[src/rtl/ula_div_pkg.sv]
// Shared constants and FSM state type for the ULA sequential divider.
package ula_div_pkg;

    localparam int DIV_W  = 8;
    localparam int ITER_W = 3;

    typedef enum logic [1:0] {
        IDLE = 2'd0,
        CALC = 2'd1,
        DONE = 2'd2
    } div_state_t;

    localparam logic [DIV_W-1:0] Q_DIV_ZERO = 8'hFF;
    localparam logic [DIV_W-1:0] R_DIV_ZERO = 8'h00;

endpackage

[src/rtl/divisor_passo.sv]
// One combinational restoring-division step: shift in a dividend bit, subtract if it fits.
module divisor_passo
    import ula_div_pkg::*;
(
    input  logic [DIV_W:0]   p,
    input  logic             d_bit,
    input  logic [DIV_W-1:0] b,
    output logic [DIV_W:0]   p_next,
    output logic             q_bit
);

    logic [DIV_W:0] t;

    // The partial remainder stays below b, so bit DIV_W of p is always zero here.
    assign t      = {p[DIV_W-1:0], d_bit};
    assign q_bit  = (t >= {1'b0, b});
    assign p_next = q_bit ? (t - {1'b0, b}) : t;

endmodule

[src/rtl/divisor_sequencial_arb.sv]
// Round-robin two-requester front end for a one-bit-per-clock restoring divider.
// Define DIV_EARLY_EXIT_EN to finish B==0 and A<B operations straight from capture.
module divisor_sequencial_arb
    import ula_div_pkg::*;
(
    input  logic             clk,
    input  logic             rst,
    input  logic             req0,
    input  logic [DIV_W-1:0] A0,
    input  logic [DIV_W-1:0] B0,
    input  logic             req1,
    input  logic [DIV_W-1:0] A1,
    input  logic [DIV_W-1:0] B1,
    output logic             ack0,
    output logic             ack1,
    output logic             busy,
    output logic             done,
    output logic             done_id,
    output logic [DIV_W-1:0] Q,
    output logic [DIV_W-1:0] R,
    output logic             div_zero
);

    div_state_t        state, state_next;
    logic [ITER_W-1:0] iter;
    logic [DIV_W:0]    p;
    logic [DIV_W-1:0]  d;
    logic [DIV_W-1:0]  qs;
    logic [DIV_W-1:0]  b_reg;
    logic              cur_id;
    logic              last_served;

    logic              grant_any;
    logic              grant_id;
    logic [DIV_W-1:0]  a_sel;
    logic [DIV_W-1:0]  b_sel;
    logic              early;
    logic [DIV_W:0]    p_next;
    logic              q_bit;

    divisor_passo u_passo (
        .p      (p),
        .d_bit  (d[DIV_W-1]),
        .b      (b_reg),
        .p_next (p_next),
        .q_bit  (q_bit)
    );

    // On a tie the requester that was not served last wins.
    always_comb begin
        grant_any = req0 | req1;
        grant_id  = (req0 & req1) ? ~last_served : req1;
        a_sel     = grant_id ? A1 : A0;
        b_sel     = grant_id ? B1 : B0;
`ifdef DIV_EARLY_EXIT_EN
        early     = (b_sel == '0) || (a_sel < b_sel);
`else
        early     = 1'b0;
`endif
    end

    always_comb begin
        state_next = state;
        case (state)
            IDLE: if (grant_any) state_next = early ? DONE : CALC;
            CALC: if (iter == '0) state_next = DONE;
            DONE: state_next = IDLE;
            default: state_next = IDLE;
        endcase
    end

    always_ff @(posedge clk) begin
        if (rst) state <= IDLE;
        else     state <= state_next;
    end

    assign busy = (state == CALC) || (state == DONE);

    always_ff @(posedge clk) begin
        if (rst) begin
            iter        <= '0;
            p           <= '0;
            d           <= '0;
            qs          <= '0;
            b_reg       <= '0;
            cur_id      <= 1'b0;
            last_served <= 1'b1;
            ack0        <= 1'b0;
            ack1        <= 1'b0;
            done        <= 1'b0;
            done_id     <= 1'b0;
            Q           <= '0;
            R           <= '0;
            div_zero    <= 1'b0;
        end else begin
            ack0 <= 1'b0;
            ack1 <= 1'b0;
            done <= 1'b0;
            case (state)
                IDLE: begin
                    if (grant_any) begin
                        cur_id <= grant_id;
                        b_reg  <= b_sel;
                        d      <= a_sel;
                        p      <= '0;
                        qs     <= '0;
                        iter   <= ITER_W'(DIV_W - 1);
                        ack0   <= ~grant_id;
                        ack1   <= grant_id;
                        if (early) begin
                            done        <= 1'b1;
                            done_id     <= grant_id;
                            last_served <= grant_id;
                            div_zero    <= (b_sel == '0);
                            Q           <= (b_sel == '0) ? Q_DIV_ZERO : '0;
                            R           <= (b_sel == '0) ? R_DIV_ZERO : a_sel;
                        end
                    end
                end
                CALC: begin
                    d    <= d << 1;
                    p    <= p_next;
                    qs   <= {qs[DIV_W-2:0], q_bit};
                    iter <= iter - 1'b1;
                    // The last step's bit is folded straight into the result.
                    if (iter == '0) begin
                        done        <= 1'b1;
                        done_id     <= cur_id;
                        last_served <= cur_id;
                        div_zero    <= (b_reg == '0);
                        Q           <= (b_reg == '0) ? Q_DIV_ZERO : {qs[DIV_W-2:0], q_bit};
                        R           <= (b_reg == '0) ? R_DIV_ZERO : p_next[DIV_W-1:0];
                    end
                end
                default: ;
            endcase
        end
    end

endmodule

[config.mk]
export PLATFORM = sky130hd
export DESIGN_NAME = divisor_sequencial_arb
export DESIGN_NICKNAME = d
export VERILOG_FILES = /design/src/rtl/ula_div_pkg.sv /design/src/rtl/divisor_passo.sv /design/src/rtl/divisor_sequencial_arb.sv
export SDC_FILE = /design/constraint.sdc
export NUM_CORES = 1
export LEC_CHECK = 0
export ABC_AREA = 0
export CORE_ASPECT_RATIO = 1.5
export CORE_MARGIN = 10
export CORE_UTILIZATION = 41
export DETAILED_ROUTE_END_ITERATION = 6
export GPL_TIMING_DRIVEN = 0
export HOLD_SLACK_MARGIN = 0.05
export PLACE_DENSITY = 0.69
export SYNTH_ARGS = -nofsm -noshare
export SYNTH_HDL_FRONTEND = slang
export SYNTH_SLANG_ARGS = --single-unit
export TNS_END_PERCENT = 100
[constraint.sdc]
create_clock -name clk -period 2.8 [get_ports clk]
set_clock_uncertainty 0.05 [all_clocks]
set_input_delay 0.42 -clock clk [delete_from_list [all_inputs] [get_ports clk]]
set_output_delay 0.42 -clock clk [all_outputs]
set_load 0.01 [all_outputs]
==> metrics.md <==
| Metric | Value |
|---|---|
| Area grow syn2layout | 31.24% |
| Met2 wire len | about 3800 um |
| # DRC | 0 |
| Slowest-stage cell, CP | dfxtp_1 |
| Crit Reg-Reg Endpoint | R[1] |
| Slew at the pin closest to its max-slew limit | 0.8470 ns |
| PostCTS Resize Cnt | 0 |
| F_max | ~0.45 GHz |
| Clk buf depth | 2 |
| Root Driver | clkbuf_8 |
| Post-CTS Hold Buffers | 0 |
| Syn_nets | 370 |
| MaxCap Viol Count | 0 |
| Final net count | around 440 |
| GP Congestion | between 0.8 and 0.9 |
| Clk pin slew, worst setup/hold paths | 0.06 ns |
| Largest cells by area after synthesis | dfxtp_1, nor2_1, mux2i_1, ha_1, o21ai_0 |
| Buf/Inv on CP | 3 |
| CTS tree | done |
| All-Layer GR Usage | 0.1355 |
| DR top layer | met4 |
| Setup TNS | 0 ns |
| Setup Buffers After CTS | 0 |
| CP max stage delay | around 0.33 ns |
| Worst Setup SP | b_reg[4] |
| CP Capture Type | register |
| Max_slew headroom | 0.4293 |
| Total leakage power | 1.473 nW |
| Iteration-0 DRC Markers | 173 |
| ANT cells | 0 |
| Routed WL | roughly 7000 um |
| WL per Instance | 14.89 um |
| Worst reg2reg setup slack | around 0.6 ns |
| Area of the core | just under 7000 um2 |
| Destination of the worst hold path | R[7] |
| Pre-antenna DRT Iters | 4 |
| M1 wire length | 2628 um |
| Period utilization | 0.7876 |
| Die span in y | roughly 120 um |
| Critical Path RT | 2.94 ns |
| Worst-path maximum fanout | 10 |
| Family with the most delay on the worst path | compound AO/OA/AOI/OAI gates |
| Mapped cell area | roughly 2800 um2 |
| Fillers | slightly above 600 |
| Hold depth | 2 |
| Ys flop type | dfxtp_1 |
| Synth top area share | 0.4177 |
| Avg Inst Size Synth | slightly below 9 um2 |
| HP Class | reg2reg |
| Post-layout min period | between 2 and 2.5 ns |
| Die W | slightly below 90 um |
| Worst Hold Launch | R[7] |
| Asr flop ratio synth | 0 |
| Synth unique cells | 50 |
| Largest area contributor in the netlist | dfxtp_1 |
| Vias in the first global route | 2506 |
| Non-Filler Instances | 471 |
| Initial antenna violation count | 0 |
| Reg2Reg Launch Point | b_reg[4] |
| GRT overflow | 0 |
| Placed Cells | between 400 and 500 |
| First-pass GRT wire length | 11520 um |
| Number of setup violations in the final report | 0 |
| Max-slew violations | 0 |
| Final total power | roughly 2.7 mW |
| Hold Vio Cnt, Final | 0 |
| EDFF count, synth | 0 |
| Metal3 WL | 355 um |
| Share of cells above drive strength 1 | 0.09669 |
| Pin count of the biggest net entering global routing | 11 |
| Worst skew pair latency | roughly 0.34 ns |
| Syn. warnings | 0 |
| Port buffer count | 57 |
| Register area share after synthesis | 0.4177 |
| Multi-input gate area | 1479 um2 |
| VDD IR-drop max | approximately 550 uV |
| Die area | roughly 11000 um2 |
| Worst setup path class | reg2reg |
| H-Tree Depth | 3 |
| Gate Count Post-Synth | approximately 320 |
| WP depth | 9 |
| Worst Path Arrival | approximately 2.4 ns |
| CP startpoint kind | register |
| Via Count | roughly 2500 |
| R2R cell count | 9 |
| Starting density of the core | 0.4155 |
| # rows | 37 |
| Setup repair after global routing missed its margin | no |
| CTS sink count | slightly below 60 |
| Routed Antenna Nets | 0 |
| DP HPWL | between 5000 and 6000 um |
| Vias per cell | between 5 and 6 |
| Power Density | ~700 nW/um2 |
| Crit path cell chain | inv_1 -> ha_1 -> clkbuf_1 -> a21oi_1 -> o221a_2 -> o31ai_1 -> buf_4 -> mux2i_1 -> o21ai_0 |
| Status | finished clean |
| Register area | between 1000 and 1500 um2 |
| CTS buffer count | 9 |
| Ports | 58 |
| Post-synthesis register bit count | between 50 and 60 |
-- kinds of logic after synthesis --
group,after synthesis,share of synthesized area
compound gates,80,0.1969
simple gates,106,0.1721
buf+inv,37,0.05929
mux,23,0.08451
fa+ha+maj,13,0.06018
xor+xnor,3,0.009294
flops,59,0.4177
-- area by class of cell --
class                      count  share of cell area
buffer                        18             0.02596
sequential                    59              0.3183
tap                           78             0.02630
clock buffer                  10             0.03709
clock inverter                 5             0.02090
timing repair buffer          57              0.1537
multi-input combinational    225              0.3985
inverter                      19             0.01922
-- cell usage after synthesis, types with 5 or more instances --
| cell type | instances |
|---|---|
| o21a_1 | 5 |
| ha_1 | 12 |
| a211oi_1 | 11 |
| nor2_1 | 52 |
| mux2i_1 | 16 |
| nand2_1 | 22 |
| dfxtp_1 | 59 |
| inv_1 | 19 |
| a222oi_1 | 6 |
| clkbuf_1 | 10 |
| a21oi_1 | 9 |
| a22oi_1 | 10 |
| o21ai_0 | 19 |
| mux2_2 | 7 |
| nor3_1 | 11 |
-- cells in the final DEF, fill, tap and decap left out, drive strengths merged, types with 12 or more instances in the layout --
| cell | count |
|---|---|
| dfxtp | 59 |
| clkdlybuf4s50 | 57 |
| nor2 | 52 |
| nand2 | 22 |
| o21ai | 21 |
| clkbuf | 21 |
| inv | 19 |
| mux2i | 16 |
| ha | 12 |
-- metal layers --
| metal | up-vias | track usage |
|---|---|---|
| met5 | - | 0 |
| met4 | 0 | 0.07500 |
| met3 | 18 | 0.03741 |
| met2 | 68 | 0.2445 |
| met1 | 1152 | 0.1342 |
| li1 | 1275 | - |
-- where the power goes --
part / internal (mW) / leakage, nW / switching [mW]
sequential: 0.927 / 0.482 / 0.0531
combinational: 0.383 / 0.884 / 0.447
clock: 0.517 / 0.108 / 0.329
total: 1.83 / 1.47 / 0.829
-- worst min-delay path, delay by kind of cell, from the launching register on --
kind	cells	cell delay [ns]
DFF	1	0.32
and+or+nand+nor	1	0.04
AOI/OAI and AO/OA	1	0.05
-- worst max-delay path by stage --
stage,end,slack (ns)
global placement,p[5],0.47
floorplan,R[5],0.84
detailed placement,d[1],0.43
finish,R[1],0.59
CTS,p[5],0.59
global route,R[2],0.43
-- through the flow --
step / instance area (um2) / setup WS (ns) / hold WS (ns) / utilization
global placement: 3496 / 0.4731 / 0.3860 / 0.5137
finish: 3711 / 0.5946 / 0.3997 / 0.5453
global route: 3711 / 0.4252 / 0.4223 / 0.5453
CTS: 3711 / 0.5931 / 0.4077 / 0.5453
floorplan: 2828 / 0.8370 / 0.3757 / -
detailed placement: 3496 / 0.4286 / 0.3917 / 0.5137
Note: power is estimated with default switching activity, not from simulation.
